`src/rtl/instr_fetch.sv`:
```
// -----------------------------------------------------------------------------
// instr_fetch
//
// Instruction fetch stage feeding the instruction decoder. It owns the program
// counter, reads one instruction word at a time from instruction memory over a
// request/valid interface, and presents it to the decoder with the
// triggered / trigger / indicate_busy handshake. Supports PC redirect
// (branch/jump), a level halt that gates new fetches, and discarding of a stale
// memory response that belongs to a read issued before a redirect.
//
// Parameters
//   INSTR_WIDTH  instruction word width (decoder OP_WIDTH + 2*REG_WIDTH)
//   ADDR_WIDTH   PC / memory word-address width
//   RESET_PC     PC value loaded on reset
//
// Ports
//   clk          clock
//   rst_n        asynchronous active-low reset
//   mem_rd       one-cycle read request (issued from the FETCH state)
//   mem_addr     read address, always the current PC
//   mem_rdata    read data, sampled only with mem_valid
//   mem_valid    read data valid, exactly one per request, latency >= 1
//   instr        instruction presented to the decoder
//   triggered    instruction valid towards the decoder
//   dec_ready    decoder is free (decoder's trigger output)
//   dec_busy     decoder has accepted the instruction (indicate_busy)
//   redirect_en  single-cycle pulse: load redirect_pc into the PC
//   redirect_pc  redirect target
//   halt         level; blocks new fetches only
//   pc           current PC
//   fetch_count  instructions handed to the decoder, wraps
// -----------------------------------------------------------------------------
module instr_fetch #(
  parameter int          INSTR_WIDTH = 16,
  parameter int          ADDR_WIDTH  = 8,
  parameter int unsigned RESET_PC    = 0
) (
  input  logic                   clk,
  input  logic                   rst_n,
  output logic                   mem_rd,
  output logic [ADDR_WIDTH-1:0]  mem_addr,
  input  logic [INSTR_WIDTH-1:0] mem_rdata,
  input  logic                   mem_valid,
  output logic [INSTR_WIDTH-1:0] instr,
  output logic                   triggered,
  input  logic                   dec_ready,
  input  logic                   dec_busy,
  input  logic                   redirect_en,
  input  logic [ADDR_WIDTH-1:0]  redirect_pc,
  input  logic                   halt,
  output logic [ADDR_WIDTH-1:0]  pc,
  output logic [15:0]            fetch_count
);

  localparam logic [ADDR_WIDTH-1:0] RESET_ADDR = ADDR_WIDTH'(RESET_PC);

  typedef enum logic [1:0] {
    S_FETCH = 2'd0,
    S_WAIT  = 2'd1,
    S_ISSUE = 2'd2,
    S_DRAIN = 2'd3
  } state_t;

  state_t                   state;
  state_t                   state_nxt;
  logic [ADDR_WIDTH-1:0]    pc_q;
  logic [ADDR_WIDTH-1:0]    pc_nxt;
  logic [15:0]              cnt_q;
  logic [15:0]              cnt_nxt;
  logic [INSTR_WIDTH-1:0]   instr_q;
  logic [INSTR_WIDTH-1:0]   instr_nxt;
  logic                     discard_q;
  logic                     discard_nxt;
  logic                     issue_rd;

  // ---------------------------------------------------------------------------
  // State and datapath registers
  // ---------------------------------------------------------------------------
  always_ff @(posedge clk or negedge rst_n) begin
    if (!rst_n) begin
      state     <= S_FETCH;
      pc_q      <= RESET_ADDR;
      cnt_q     <= '0;
      instr_q   <= '0;
      discard_q <= 1'b0;
    end else begin
      state     <= state_nxt;
      pc_q      <= pc_nxt;
      cnt_q     <= cnt_nxt;
      instr_q   <= instr_nxt;
      discard_q <= discard_nxt;
    end
  end

  // ---------------------------------------------------------------------------
  // Next-state and control
  // ---------------------------------------------------------------------------
  always_comb begin
    state_nxt   = state;
    pc_nxt      = pc_q;
    cnt_nxt     = cnt_q;
    instr_nxt   = instr_q;
    discard_nxt = discard_q;
    issue_rd    = 1'b0;

    case (state)
      S_FETCH: begin
        // A redirect in FETCH suppresses the read: the address on mem_addr is
        // about to change, and issuing it would leave a response for a PC we
        // no longer want.
        if (redirect_en) begin
          pc_nxt = redirect_pc;
        end else if (!halt) begin
          issue_rd  = 1'b1;
          state_nxt = S_WAIT;
        end
      end

      S_WAIT: begin
        if (redirect_en) begin
          pc_nxt = redirect_pc;
          if (mem_valid) begin
            // The response arrives together with the redirect: drop it here,
            // nothing remains outstanding.
            discard_nxt = 1'b0;
            state_nxt   = S_FETCH;
          end else begin
            // The read is still in flight; its response must be thrown away.
            discard_nxt = 1'b1;
          end
        end else if (mem_valid) begin
          if (discard_q) begin
            discard_nxt = 1'b0;
            state_nxt   = S_FETCH;
          end else begin
            instr_nxt = mem_rdata;
            state_nxt = S_ISSUE;
          end
        end
      end

      S_ISSUE: begin
        // The decoder accepted even when a redirect wins the same cycle, so the
        // count moves regardless; only the PC increment yields to the redirect.
        if (dec_busy) begin
          cnt_nxt = cnt_q + 16'd1;
        end
        if (redirect_en) begin
          pc_nxt    = redirect_pc;
          state_nxt = S_FETCH;
        end else if (dec_busy) begin
          pc_nxt    = pc_q + ADDR_WIDTH'(1);
          state_nxt = S_DRAIN;
        end
      end

      S_DRAIN: begin
        if (redirect_en) begin
          pc_nxt    = redirect_pc;
          state_nxt = S_FETCH;
        end else if (dec_ready && !dec_busy) begin
          state_nxt = S_FETCH;
        end
      end

      default: begin
        state_nxt = S_FETCH;
      end
    endcase
  end

  // ---------------------------------------------------------------------------
  // Outputs
  // ---------------------------------------------------------------------------
  // The read request is decoded in the FETCH cycle itself so that a read goes
  // out in the very first cycle after reset release; rst_n keeps it low while
  // reset is held.
  assign mem_rd      = rst_n & issue_rd;
  assign mem_addr    = pc_q;
  assign pc          = pc_q;
  assign instr       = instr_q;
  assign triggered   = (state == S_ISSUE);
  assign fetch_count = cnt_q;

endmodule
```
`config.mk`:
```
export PLATFORM = sky130hd
export DESIGN_NAME = instr_fetch
export DESIGN_NICKNAME = d
export VERILOG_FILES = /design/src/rtl/instr_fetch.sv
export SDC_FILE = /design/constraint.sdc
export NUM_CORES = 1
export LEC_CHECK = 0
export ABC_AREA = 1
export BUFFER_PORTS_ARGS = -buffer_cell sky130_fd_sc_hd__buf_2
export CAP_MARGIN = 40
export CORE_ASPECT_RATIO = 1.5
export CORE_MARGIN = 4
export CORE_UTILIZATION = 53
export CTS_CLUSTER_DIAMETER = 100
export DETAILED_ROUTE_END_ITERATION = 10
export GPL_TIMING_DRIVEN = 0
export PLACE_DENSITY = 0.84
export SYNTH_ARGS = -nofsm -noshare
export SYNTH_HDL_FRONTEND = slang
export SYNTH_SLANG_ARGS = --single-unit
export TNS_END_PERCENT = 20
```
`constraint.sdc`:
```
create_clock -name clk -period 2.8 [get_ports clk]
set_clock_uncertainty 0.1 [all_clocks]
set_input_delay 0.28 -clock clk [delete_from_list [all_inputs] [get_ports clk]]
set_output_delay 0.28 -clock clk [all_outputs]
set_load 0.005 [all_outputs]
```
## After elaboration in Yosys (flattened, before gate mapping)

Index checks and enable logic that the tools add are counted.

- Bits in registers: 43
- Bits of input ports: 31
- Output and inout port bits: 50
- Word-level logic and storage cells: 50

- Add/subtract/negate cells: 2
- Eq/ne operators: 9
- Multiplexer cells: 21
- Bitwise gates (word level): 3
- Reduce and logical (&&, ||, !) cells: 10

Operators with widths:

| cell | number |
|---|---|
| two-way mux 8 bit | 3 |
| two-way mux 2 bit | 10 |
| adder 16 x 1 -> 16 bit, second input constant | 1 |
| case mux 8 bit (2 select lines) | 1 |
| adder 8 x 1 -> 8 bit, second input constant | 1 |
| case mux 2 bit (4 select lines) | 1 |
| two-way mux 1 bit | 6 |
| != test 2 bit, second input constant | 3 |
| AND reduction 2 bit | 3 |
| AND reduction 5 bit | 1 |
| equality test 2 bit, second input constant | 2 |
| AND reduction 4 bit | 1 |
| != test 3 x 1 -> 1 bit, second input constant | 1 |
| != test 3 bit, second input constant | 1 |
| OR reduction 3 bit | 1 |
| equality test 2 x 1 -> 1 bit, second input constant | 1 |
| zero test 2 bit | 1 |
| != test 2 x 1 -> 1 bit, second input constant | 1 |
| NOT 1 bit | 2 |
| nonzero test 2 bit | 1 |
| AND 1 bit | 1 |
| logical AND 1 bit | 1 |
| zero test 1 bit | 1 |

## Longest topological paths before layout

Gate-level depths: netlist of run 1.

- Depth after elaboration: 5
- Gate-level depth with buffers: 8
- Gate-level depth less buffers: 8

## Worst setup path after synthesis of run 1

Ideal clock, no wire load.

- Path kind: flip-flop to flip-flop
- Start: register state[1]
- End: register instr_q[10], in the netlist instr[10]
- Library setup time: 125 ps
- Arrival: 1191 ps
- Required time: 2575 ps
- Slack: 1384 ps
- Cell stages (with the launch flop): 5
- Buffers on the path: 1
- Period minus slack after synthesis: 1416 ps
- Cells stage by stage: dfrtp_1 nor2_4 nand3_4 buf_6 mux2_4

- Cells in the longest elaborated chain, start to end: 2

RTL lines:

| item | RTL line | RTL |
|---|---|---|
| start: declaration | 64 | `state_t state;` |
| start signal: assignment | 87 | `state <= state_nxt;` |
| equality test 2 x 1 -> 1 bit | 106 | `case (state)` |
| AND reduction 4 bit (no source line) | - |  |
| end signal: assignment | 90 | `instr_q <= instr_nxt;` |
| end: declaration | 70 | `logic [INSTR_WIDTH-1:0] instr_q;` |

No other way between the ends.
A chain may end at the register's enable or synchronous reset.

## Worst setup path in the final report of run 1

- Start: input port rst_n
- End: output port mem_rd

- Cells in the longest elaborated chain, start to end: 1

RTL lines:

| item | RTL line | RTL |
|---|---|---|
| start: declaration | 39 | `input logic rst_n,` |
| AND 1 bit | 178 | `assign mem_rd = rst_n & issue_rd;` |
| end: declaration | 40 | `output logic mem_rd,` |

No other way between the ends.

==> results of run 1 <==
==> routing by layer <==
layer | part of all wire [%] | vias up | wire length [um] | global-route usage (%)
met3 | 7.0 | 4 | 353 | 3.54
li1 | - | 966 | - | -
met1 | 39 | 876 | 1950 | 23.0
met2 | 53 | 54 | 2670 | 35.5
met4 | 1.1 | 0 | 55 | 6.18
met5 | 0 | - | 0 | 0
==> cell type report <==
cell class	count	area, um^2
Fill cell	328	1170
Sequential cell	43	1080
Multi-Input combinational cell	171	1020
Timing Repair Buffer	82	430
Inverter	25	93.8
Buffer	10	76.3
Clock buffer	6	72.6
Tap cell	45	56.3
Clock inverter	1	30.0
==> Yosys cell counts, drive strengths merged <==
master | count | area, um^2
nand2 | 67 | 267
dfrtp | 43 | 1080
nor2 | 29 | 136
inv | 25 | 93.8
mux2 | 16 | 218
o21ai | 13 | 65.1
nand3 | 12 | 72.6
buf | 10 | 76.3
xor2 | 7 | 61.3
nand3b | 5 | 37.5
xnor2 | 5 | 43.8
nand4 | 4 | 25.0
nor3 | 4 | 25.0
a21oi | 2 | 10.0
ha | 2 | 25.0
a211oi | 1 | 7.51
a2bb2oi | 1 | 8.76
a31oi | 1 | 6.26
o22ai | 1 | 6.26
or2 | 1 | 6.26
==> registers in the layout (all words and copies together) (netlist names) <==
| signal | flops |
|---|---|
| fetch_count | 16 |
| instr | 16 |
| mem_addr | 8 |
| state | 2 |
| discard_q | 1 |
==> power breakdown <==
part / switching, mW / total (mW) / internal, mW / leakage, nW
clock network: 0.199 / 0.460 / 0.262 / 0.0513
logic: 0.345 / 0.769 / 0.424 / 0.961
registers: 0.153 / 0.961 / 0.808 / 0.540
total: 0.697 / 2.19 / 1.49 / 1.55
==> cell families after synthesis <==
family	synth area share, %
and+or+nand+nor	25.1
muxes	9.60
DFF	47.5
xor gates and xnor gates	4.64
buffers and inverters	7.51
AOI/OAI and AO/OA	4.58
adders and majority gates	1.10
==> worst min-delay path by stage <==
stage | endpoint | slack, ns | cells after the start
6_report | discard_q$_DFFE_PN0P_ | 0.12 | 2
5_1_grt | instr[11]$_DFFE_PN0P_ | 0.12 | 2
4_1_cts | instr[2]$_DFFE_PN0P_ | 0.11 | 2
3_5_place_dp | mem_addr[2]$_DFFE_PN0P_ | 0.07 | 1
3_3_place_gp | mem_addr[2]$_DFFE_PN0P_ | 0.38 | 1
2_1_floorplan | discard_q$_DFFE_PN0P_ | -0.12 | 0
==> critical path, cell delays in order <==
cell                            delay, ns
sky130_fd_sc_hd__dlygate4sd3_1       0.52
sky130_fd_sc_hd__buf_2               0.26
sky130_fd_sc_hd__buf_12              0.25
sky130_fd_sc_hd__nand2_1             0.08
sky130_fd_sc_hd__nor2_1              0.08
sky130_fd_sc_hd__buf_2               0.11
==> metrics by stage <==
stage	hold slack, ns	power, mW	util, %	cells
4_1_cts	0.112	2.22	70.9	383
2_1_floorplan	-0.116	1.42	-	249
3_5_place_dp	0.0652	1.75	68.1	375
6_report	0.122	2.19	70.9	383
5_1_grt	0.115	2.34	70.9	383
3_3_place_gp	0.381	1.71	67.6	374
==> parameters.txt, run 1 <==
Parameter                              Value

Status
  Status ... finished, final reports clean

STA
  Final number of max-transition violations ... 0
  Final critical-path setup slack ... 0.820 ns
  Worst-margin pin slew ... 0.298 ns
  Max_slew headroom ... 80.1%
  RSZ-0062 raised after global routing ... false
  Number of failing hold endpoints at the final stage ... 0
  Fin crit share ... 70.7%
  Sum Neg Setup Slack ... 0 ns
  Setup-violating endpoint count in the final report ... 0
  Shortest period the worst path allows ... 1.98 ns
  Maximum clock frequency ... 0.505 GHz

Yosys
  Sequential-to-total area share from yosys stat ... 47.5%
  Number of library cell types mapped by synthesis ... 31
  Net count of the mapped netlist ... 282
  Synth warnings ... 0
  Syn_area_per_cell ... 9.11 um^2
  Synth Cell Area ... 2270 um^2
  Gate Count Post-Synth ... 249
  Flop and latch count out of synthesis ... 43

Floorplanning
  Die height ... 88.1 um
  Effective utilization at floorplan ... 56.3%
  Die width ... 61.4 um
  Floorplan core area ... 4030 um^2
  Number of rows created at floorplan ... 28
  IO Count ... 81
  DIE AREA ... 5410 um^2

Detailed routing
  Drt via density ... 4.96
  Count of nets left with antenna violations after detail routing ... 0
  Post-route DRC ... 0
  Detailed Route Iter0 Violations ... 89
  DR pass1 iterations ... 4
  Detailed Route WL ... 5.02 mm
  Via count ... 1900
  Average detailed-routed wire length per instance ... 13.1 um

Placed design
  Standard cell area after detailed placement ... 2740 um^2
  Detailed placement HPWL ... 3.96 mm
  Final weighted congestion in routability-driven placement ... 0.774
  Buffers on Ports ... 80
  Worst-case setup slack after placement ... 1.22 ns

Layout
  Ant diodes ... 0
  Number of nets at the end of the flow ... 371
  Most frequent cells in the layout ... sky130_fd_sc_hd__buf_2, sky130_fd_sc_hd__nand2_1, sky130_fd_sc_hd__dfrtp_1
  Post-route design area ... 2860 um^2
  P&R area growth vs syn ... 26.0%
  Fraction of final layout cells with drive strength greater than 1 ... 37.9%
  Most frequent standard cell in the layout excluding fill and tap cells ... sky130_fd_sc_hd__buf_2

Critical path
  Required time of the worst setup path ... 2.42 ns
  Number of cells on the worst reg-to-reg path ... 7
  Worst r2r src ... state[0]$_DFFE_PN0P_
  Critical path capture point type ... output pin
  Critical path launch point type ... input port
  CP Max Fanout ... 35
  Minimum setup slack among reg-to-reg paths ... 1.23 ns
  Reg-to-Reg End ... fetch_count[8]$_DFFE_PN0P_
  Critical Path Sink ... mem_rd
  CP arrival ... 1.60 ns
  Crit. Startpoint ... rst_n
  Critical Setup Path Class ... input port to output pin

Global routing
  Initial antenna violation count ... 0
  Global-route wire length before repair ... 8.10 mm
  Largest net degree at the start of global routing ... 36
  Number of global-route vias before repair ... 1845
  GRT Resource Usage Total ... 19.7%
  Global route total overflow ... 0

Pwr
  Peak ir drop on the vdd network ... 528 uV
  Power Density ... 767 nW/um^2
  Reported leakage power ... 1.55 nW

Flow run
  Number of max-cap violations ... 0

Clock tree
  TritonCTS buffer count ... 5
  Register clock-pin slew on the reported worst setup and hold paths ... 0.08 ns
  H-Tree Level Count ... 2
  Clock tree from TritonCTS ... done
  Number of post-CTS setup repair buffers ... 0
  Resized Gates After CTS ... 0
  Root buffer cell ... sky130_fd_sc_hd__clkbuf_8
  Clock Latency Late Sink ... 0.28 ns
  CTS Sinks ... 43
  Count of hold buffers inserted by post-cts repair ... 1
  Maximum root-to-sink buffer count ... 2

Worst hold path
  Type of the most critical hold path ... input port to register
  Worst hold path startpoint ... mem_valid
Power figures use the tool's default switching activity.
==> run 2, diff against run 1 <==
--- a/config.mk
+++ b/config.mk
@@ -10,11 +10,11 @@
 export CAP_MARGIN = 40
 export CORE_ASPECT_RATIO = 1.5
 export CORE_MARGIN = 4
-export CORE_UTILIZATION = 53
+export CORE_UTILIZATION = 45
 export CTS_CLUSTER_DIAMETER = 100
 export DETAILED_ROUTE_END_ITERATION = 10
 export GPL_TIMING_DRIVEN = 0
-export PLACE_DENSITY = 0.84
+export PLACE_DENSITY = 0.76
 export SYNTH_ARGS = -nofsm -noshare
 export SYNTH_HDL_FRONTEND = slang
 export SYNTH_SLANG_ARGS = --single-unit
==> constraint.sdc (replaced) <==
create_clock -name clk -period 1.8 [get_ports clk]
set_clock_uncertainty 0.1 [all_clocks]
set_input_delay 0.18 -clock clk [delete_from_list [all_inputs] [get_ports clk]]
set_output_delay 0.18 -clock clk [all_outputs]
set_load 0.005 [all_outputs]
==> run 2 against run 1 <==
  * Worst setup slack got worse by 0.57 ns
  * Worst hold slack worse by 0.11 ns
  * Core utilization decreased by 11 points
  * Flip-flop and latch count unchanged
  * Critical endpoint is now fetch_count[10]$_DFFE_PN0P_
  * Highest routed layer unchanged
==> parameters.txt, run 2 (same netlist as run 1, synthesis figures left out) <==
Parameter                              Value

STA
  Worst-margin pin slew ... 0.304 ns (+0.00643 ns)
  Final critical-path setup slack ... 0.251 ns (-0.570 ns)
  Shortest period the worst path allows ... 1.55 ns
  Setup-violating endpoint count in the final report ... 0 (unchanged)
  RSZ-0062 raised after global routing ... false
  Max_slew headroom ... 79.7% (-0.43 points)
  Number of failing hold endpoints at the final stage ... 0 (unchanged)
  Sum Neg Setup Slack ... 0 ns (unchanged)
  Maximum clock frequency ... 0.646 GHz
  Hold Worst Slack ... 0.0148 ns (-0.107 ns)
  Fin crit share ... 86.1%
  Final number of max-transition violations ... 0 (unchanged)

Floorplanning
  Effective utilization at floorplan ... 46.8% (-9.5 points)
  Floorplan core area ... 4850 um^2 (+20%)
  Number of rows created at floorplan ... 31 (+11%)
  Die width ... 66.0 um (+7.4%)
  Die height ... 94.9 um (+7.7%)
  DIE AREA ... 6260 um^2 (+16%)
  IO Count ... 81 (unchanged)

Pwr
  Share of total power in sequential cells ... 45.5% (+1.6 points)
  Clock share of power ... 18.3% (-2.7 points)
  Peak ir drop on the vdd network ... 555 uV (+5.1%)
  Sw power ... 1.08 mW (+55%)
  Relative contribution of combinational cells to total power ... 36.1% (+1.0 points)
  Reported leakage power ... 1.56 nW (+0.58%)
  Switching share of power ... 33.0% (+1.2 points)
  Internal power ... 2.19 mW (+47%)
  Power Density ... 1130 nW/um^2 (+47%)

Layout
  Number of nets at the end of the flow ... 374 (+0.81%)
  Number of fill cells in the layout ... 446 (+36%)
  Ant diodes ... 0 (unchanged)
  Most frequent cells in the layout ... sky130_fd_sc_hd__buf_2, sky130_fd_sc_hd__nand2_1, sky130_fd_sc_hd__dfrtp_1
  Fraction of final layout cells with drive strength greater than 1 ... 38.0% (+0.14 points)
  P&R area growth vs syn ... 28.3%
  Most frequent standard cell in the layout excluding fill and tap cells ... sky130_fd_sc_hd__buf_2

Global routing
  Largest net degree at the start of global routing ... 24 (-33%)
  Global routing met3 resource utilization ... 3.81% (+0.27 points)
  Global-route wire length before repair ... 8.27 mm (+2.0%)
  Met1 layer usage reported by global route ... 18.9% (-4.1 points)
  Met2 Use GR ... 31.3% (-4.2 points)
  Initial antenna violation count ... 0 (unchanged)
  GRT Resource Usage Total ... 16.8% (-2.9 points)
  Number of global-route vias before repair ... 1847 (+0.11%)
  Global route total overflow ... 0 (unchanged)
  Busiest layer in global routing ... met2

Clock tree
  Clock Latency Late Sink ... 0.29 ns (about the same)
  Clock tree from TritonCTS ... done
  Root buffer cell ... sky130_fd_sc_hd__clkbuf_8
  Number of post-CTS setup repair buffers ... 0 (unchanged)
  CTS Sinks ... 43 (unchanged)
  TritonCTS buffer count ... 5 (unchanged)
  Resized Gates After CTS ... 0 (unchanged)
  Count of hold buffers inserted by post-cts repair ... 2 (+1)
  Register clock-pin slew on the reported worst setup and hold paths ... 0.08 ns (about the same)
  Maximum root-to-sink buffer count ... 2 (unchanged)
  H-Tree Level Count ... 2 (unchanged)

Critical path
  Critical Setup Path Class ... register to register
  CP Max Fanout ... 7 (-80%)
  Critical Path Sink ... fetch_count[10]$_DFFE_PN0P_
  CP arrival ... 1.63 ns (+0.03 ns)
  Crit. Startpoint ... state[0]$_DFFE_PN0P_
  Library cell contributing the largest single delay on the critical path ... sky130_fd_sc_hd__dfrtp_1
  Chain of cells forming the critical path ... inv_2 > nand2_2 > nor2_4 > nand2_4 > nor2_4 > nand3_1 > nand2_1 > nand2_1
  Highest cell delay on the worst timing path ... 0.44 ns (-0.08 ns)
  Critical path launch point type ... register
  Worst r2r src ... state[0]$_DFFE_PN0P_
  Required time of the worst setup path ... 1.88 ns (-0.54 ns)
  Minimum setup slack among reg-to-reg paths ... 0.25 ns (-0.98 ns)
  Reg-to-Reg End ... fetch_count[10]$_DFFE_PN0P_
  Number of cells on the worst reg-to-reg path ... 8 (+1)
  Critical path capture point type ... register

Detailed routing
  Count of nets left with antenna violations after detail routing ... 0 (unchanged)
  DR pass1 iterations ... 4 (unchanged)
  Via count ... 1944 (+2.3%)
  Average detailed-routed wire length per instance ... 12.1 um (-7.5%)
  Post-route DRC ... 0 (unchanged)
  Detailed Route Iter0 Violations ... 126 (+42%)
  Drt via density ... 4.76 (-4.0%)
  Detailed Route WL ... 4.95 mm (-1.4%)

Placed design
  Worst-case setup slack after placement ... 0.263 ns (-0.957 ns)
  Detailed placement HPWL ... 3.86 mm (-2.5%)
  Final weighted congestion in routability-driven placement ... 0.822 (+6.2%)
  Buffers on Ports ... 80 (unchanged)

Status
  Status ... finished, final reports clean

Worst hold path
  Type of the most critical hold path ... input port to register

Flow run
  Number of max-cap violations ... 0 (unchanged)
## run 2: power by group through the flow
stage	clock network, mW	logic, mW	registers, mW
3_3_place_gp	0	1.16	1.50
5_1_grt	0.670	1.32	1.54
2_1_floorplan	0	0.704	1.51
4_1_cts	0.631	1.20	1.49
3_5_place_dp	0	1.20	1.51
6_report	0.600	1.18	1.49
## run 2: worst min-delay path by stage
stage	slack (ns)	endpoint	start	cells after the start
global placement	0.29	mem_addr[2]$_DFFE_PN0P_	rst_n	1
detailed placement	0.09	mem_addr[2]$_DFFE_PN0P_	rst_n	1
finish	0.01	instr[12]$_DFFE_PN0P_	mem_rdata[12]	2
CTS	0.003	instr[15]$_DFFE_PN0P_	mem_rdata[15]	2
global route	0.006	instr[10]$_DFFE_PN0P_	mem_rdata[10]	2
floorplan	-0.22	discard_q$_DFFE_PN0P_	rst_n	0
## run 2: metal layers
metal	vias up	wire length [um]
li1	975	-
met1	906	1980
met2	59	2580
met3	4	355
met4	0	37
met5	-	0
## run 2: critical path, delay by kind of cell, from the launching register on
kind,cells,cell delay [ns]
buf+inv,1,0.13
simple gates,7,0.75
flops,1,0.44
## run 2: metrics by stage
stage | cell area, um^2 | util, % | power [mW] | instances
2_1_floorplan | 2270 | - | 2.21 | 249
3_3_place_gp | 2750 | 56.7 | 2.65 | 395
3_5_place_dp | 2780 | 57.3 | 2.70 | 396
4_1_cts | 2880 | 59.5 | 3.33 | 406
5_1_grt | 2910 | 60.0 | 3.52 | 408
6_report | 2910 | 60.0 | 3.27 | 408
## run 2: final cells by class
cell class	count	area [um^2]	share of cell area [%]
plain buffers	10	76.3	2.62
clock buffers	6	72.6	2.50
clock inverters	2	12.5	0.430
inverters	25	93.8	3.23
multi-input cells	171	1020	35.1
flip-flops and latches	43	1080	37.0
well taps	66	82.6	2.84
repair buffers	85	473	16.3
==> run 3, diff against run 2 <==
==> constraint.sdc (replaced) <==
create_clock -name clk -period 1.4 [get_ports clk]
set_clock_uncertainty 0.1 [all_clocks]
set_input_delay 0.14 -clock clk [delete_from_list [all_inputs] [get_ports clk]]
set_output_delay 0.14 -clock clk [all_outputs]
set_load 0.005 [all_outputs]
==> run 3 against run 2 <==
  * The flow now finishes with violations (negative setup slack)
  * Core utilization is 7.9 points higher
  * Critical path type unchanged
  * Routed wire length rose by 12%
  * Critical endpoint is now fetch_count[13]$_DFFE_PN0P_
  * Worst hold slack improved by 0.018 ns
  * Global-route usage grew 2.2 points
  * Largest power group unchanged
  * Via count rose by 7.1%
==> parameters.txt, run 3 (same netlist as run 1, synthesis figures left out) <==
Parameter                              Value

Status
  Status ... finished with violations
  Violated checks ... negative setup slack

STA
  Hold Worst Slack ... 0.0328 ns (+0.0180 ns)
  RSZ-0062 raised after global routing ... true
  Shortest period the worst path allows ... 1.51 ns (-0.0371 ns)
  Setup-violating endpoint count in the final report ... 34 (+34)
  Fin crit share ... 108% (+22 points)
  Final critical-path setup slack ... -0.112 ns (-0.363 ns)
  Max_slew headroom ... 57.0% (-23 points)
  Worst-margin pin slew ... 0.642 ns (+0.338 ns)
  Final number of max-transition violations ... 0 (unchanged)
  Number of failing hold endpoints at the final stage ... 0 (unchanged)
  Maximum clock frequency ... 0.661 GHz (+2.5%)
  Sum Neg Setup Slack ... -2.17 ns (-2.17 ns)

Critical path
  Library cell contributing the largest single delay on the critical path ... sky130_fd_sc_hd__dfrtp_1
  Number of cells on the worst reg-to-reg path ... 8 (unchanged)
  Crit. Startpoint ... state[0]$_DFFE_PN0P_
  Critical path capture point type ... register
  Reg-to-Reg End ... fetch_count[13]$_DFFE_PN0P_
  CP Max Fanout ... 4 (-3)
  Critical Setup Path Class ... register to register
  Highest cell delay on the worst timing path ... 0.44 ns (about the same)
  Cell family with most CP delay ... simple AND/OR/NAND/NOR gates
  Required time of the worst setup path ... 1.50 ns (-0.38 ns)
  CP arrival ... 1.61 ns (-0.02 ns)
  Minimum setup slack among reg-to-reg paths ... -0.11 ns (-0.36 ns)
  Worst r2r src ... state[0]$_DFFE_PN0P_
  Worst Path Buf+Inv ... 3 (+2)
  Critical path launch point type ... register
  Chain of cells forming the critical path ... inv_2 > buf_6 > nand4_1 > nor2_2 > buf_4 > nand4_1 > nand2_1 > nand2_1

Global routing
  Number of global-route vias before repair ... 2083 (+13%)
  Largest net degree at the start of global routing ... 33 (+38%)
  Global-route wire length before repair ... 9.29 mm (+12%)
  GRT Resource Usage Total ... 19.0% (+2.2 points)
  Global route total overflow ... 0 (unchanged)
  Initial antenna violation count ... 0 (unchanged)

Floorplanning
  Number of rows created at floorplan ... 31 (unchanged)
  IO Count ... 81 (unchanged)
  Effective utilization at floorplan ... 46.8% (unchanged)
  Die width ... 66.0 um (unchanged)
  Floorplan core area ... 4850 um^2 (unchanged)
  DIE AREA ... 6260 um^2 (unchanged)
  Die height ... 94.9 um (unchanged)

Detailed routing
  Count of nets left with antenna violations after detail routing ... 0 (unchanged)
  Drt via density ... 4.73 (-0.69%)
  Detailed Route Iter0 Violations ... 42 (-67%)
  Via count ... 2082 (+7.1%)
  Post-route DRC ... 0 (unchanged)
  DR pass1 iterations ... 4 (unchanged)
  Detailed Route WL ... 5.53 mm (+12%)
  Average detailed-routed wire length per instance ... 12.6 um (+3.6%)

Layout
  P&R area growth vs syn ... 45.1%
  Post-route design area ... 3290 um^2 (+13%)
  Number of nets at the end of the flow ... 406 (+8.6%)
  Ant diodes ... 0 (unchanged)
  Most frequent cells in the layout ... sky130_fd_sc_hd__buf_2, sky130_fd_sc_hd__nand2_1, sky130_fd_sc_hd__dfrtp_1
  Fraction of final layout cells with drive strength greater than 1 ... 44.7% (+6.6 points)
  Most frequent standard cell in the layout excluding fill and tap cells ... sky130_fd_sc_hd__buf_2

Clock tree
  Maximum root-to-sink buffer count ... 2 (unchanged)
  CTS Sinks ... 43 (unchanged)
  Register clock-pin slew on the reported worst setup and hold paths ... 0.09 ns (about the same)
  Clock tree from TritonCTS ... done
  TritonCTS buffer count ... 5 (unchanged)
  H-Tree Level Count ... 2 (unchanged)
  Root buffer cell ... sky130_fd_sc_hd__clkbuf_8
  Clock Latency Late Sink ... 0.30 ns (about the same)

Placed design
  Standard cell area after detailed placement ... 2770 um^2 (-0.23%)
  Buffers on Ports ... 80 (unchanged)
  Final weighted congestion in routability-driven placement ... 0.859 (+4.5%)
  Detailed placement HPWL ... 3.86 mm (-0.11%)
  Worst-case setup slack after placement ... -0.169 ns (-0.432 ns)

Pwr
  Peak ir drop on the vdd network ... 1180 uV (+110%)
  Power Density ... 1390 nW/um^2 (+23%)
  Internal power ... 3.05 mW (+39%)
  Relative contribution of combinational cells to total power ... 40.7% (+4.6 points)
  Sw power ... 1.52 mW (+41%)
  Share of total power in sequential cells ... 42.3% (-3.2 points)
  Clock share of power ... 17.0% (-1.3 points)
  Switching share of power ... 33.2% (+0.25 points)
  Reported leakage power ... 1.72 nW (+9.9%)

Worst hold path
  Type of the most critical hold path ... input port to register
  Worst hold path stage count ... 3 (+1)
  Sink of the worst hold path ... mem_addr[2]$_DFFE_PN0P_
  Worst hold path startpoint ... redirect_pc[2]

Flow run
  Number of max-cap violations ... 0 (unchanged)
[run 3: power groups by stage]
stage | clock (mW) | combinational [mW] | sequential [mW]
after floorplan | 0 | 0.905 | 1.94
after global placement | 0 | 1.49 | 1.92
after CTS | 0.814 | 1.65 | 1.92
final | 0.775 | 1.86 | 1.93
after detailed placement | 0 | 1.54 | 1.94
after global routing | 0.857 | 2.05 | 1.99
[run 3: worst reg2reg max path: cells and delay by family (launching register included)]
family                 cells  cell delay (ns)
buffers and inverters      3             0.40
AND/OR/NAND/NOR            5             0.47
flip-flops                 1             0.44
[run 3: worst max-delay path by stage]
stage | endpoint | depth (start not counted) | slack (ns)
floorplan | instr[10]$_DFFE_PN0P_ | 5 | -0.006
global placement | mem_rd | 4 | -0.14
detailed placement | fetch_count[14]$_DFFE_PN0P_ | 8 | -0.17
CTS | instr[9]$_DFFE_PN0P_ | 5 | -0.11
global route | fetch_count[11]$_DFFE_PN0P_ | 9 | -0.18
finish | fetch_count[13]$_DFFE_PN0P_ | 8 | -0.11
[run 3: area by class of cell]
cell class | instances | area (um^2)
inverter | 25 | 93.8
buffer | 10 | 91.3
clock inverter | 2 | 12.5
fill | 399 | 1560
clock buffer | 6 | 72.6
tap | 66 | 82.6
timing repair buffer | 117 | 749
multi-input combinational | 171 | 1110
sequential | 43 | 1080
[run 3: metal layers]
metal | part of all wire [%] | vias up | global-route usage (%)
met4 | 1.7 | 0 | 6.61
li1 | - | 1038 | -
met3 | 6.7 | 9 | 4.40
met1 | 37 | 967 | 20.7
met2 | 55 | 68 | 35.1
met5 | 0 | - | 0
[run 3: metrics by stage]
stage / util [%] / total power [mW] / instances
after floorplan: - / 2.85 / 249
after global placement: 56.7 / 3.41 / 395
after detailed placement: 57.2 / 3.47 / 396
after CTS: 64.5 / 4.39 / 428
after global routing: 67.9 / 4.89 / 440
final: 67.9 / 4.57 / 440
[run 3: timing repair]
| item | 4_1_cts | 5_1_grt |
|---|---|---|
| hold endpoints to repair | 61 | 0 |
| setup buffers | 5 | 12 |
| gates cloned | 0 | 0 |
| endpoints found under the setup margin | 31 | 43 |
| hold buffers | 19 | 0 |
| pin swaps | 5 | 6 |
| gates resized for setup | 12 | 21 |
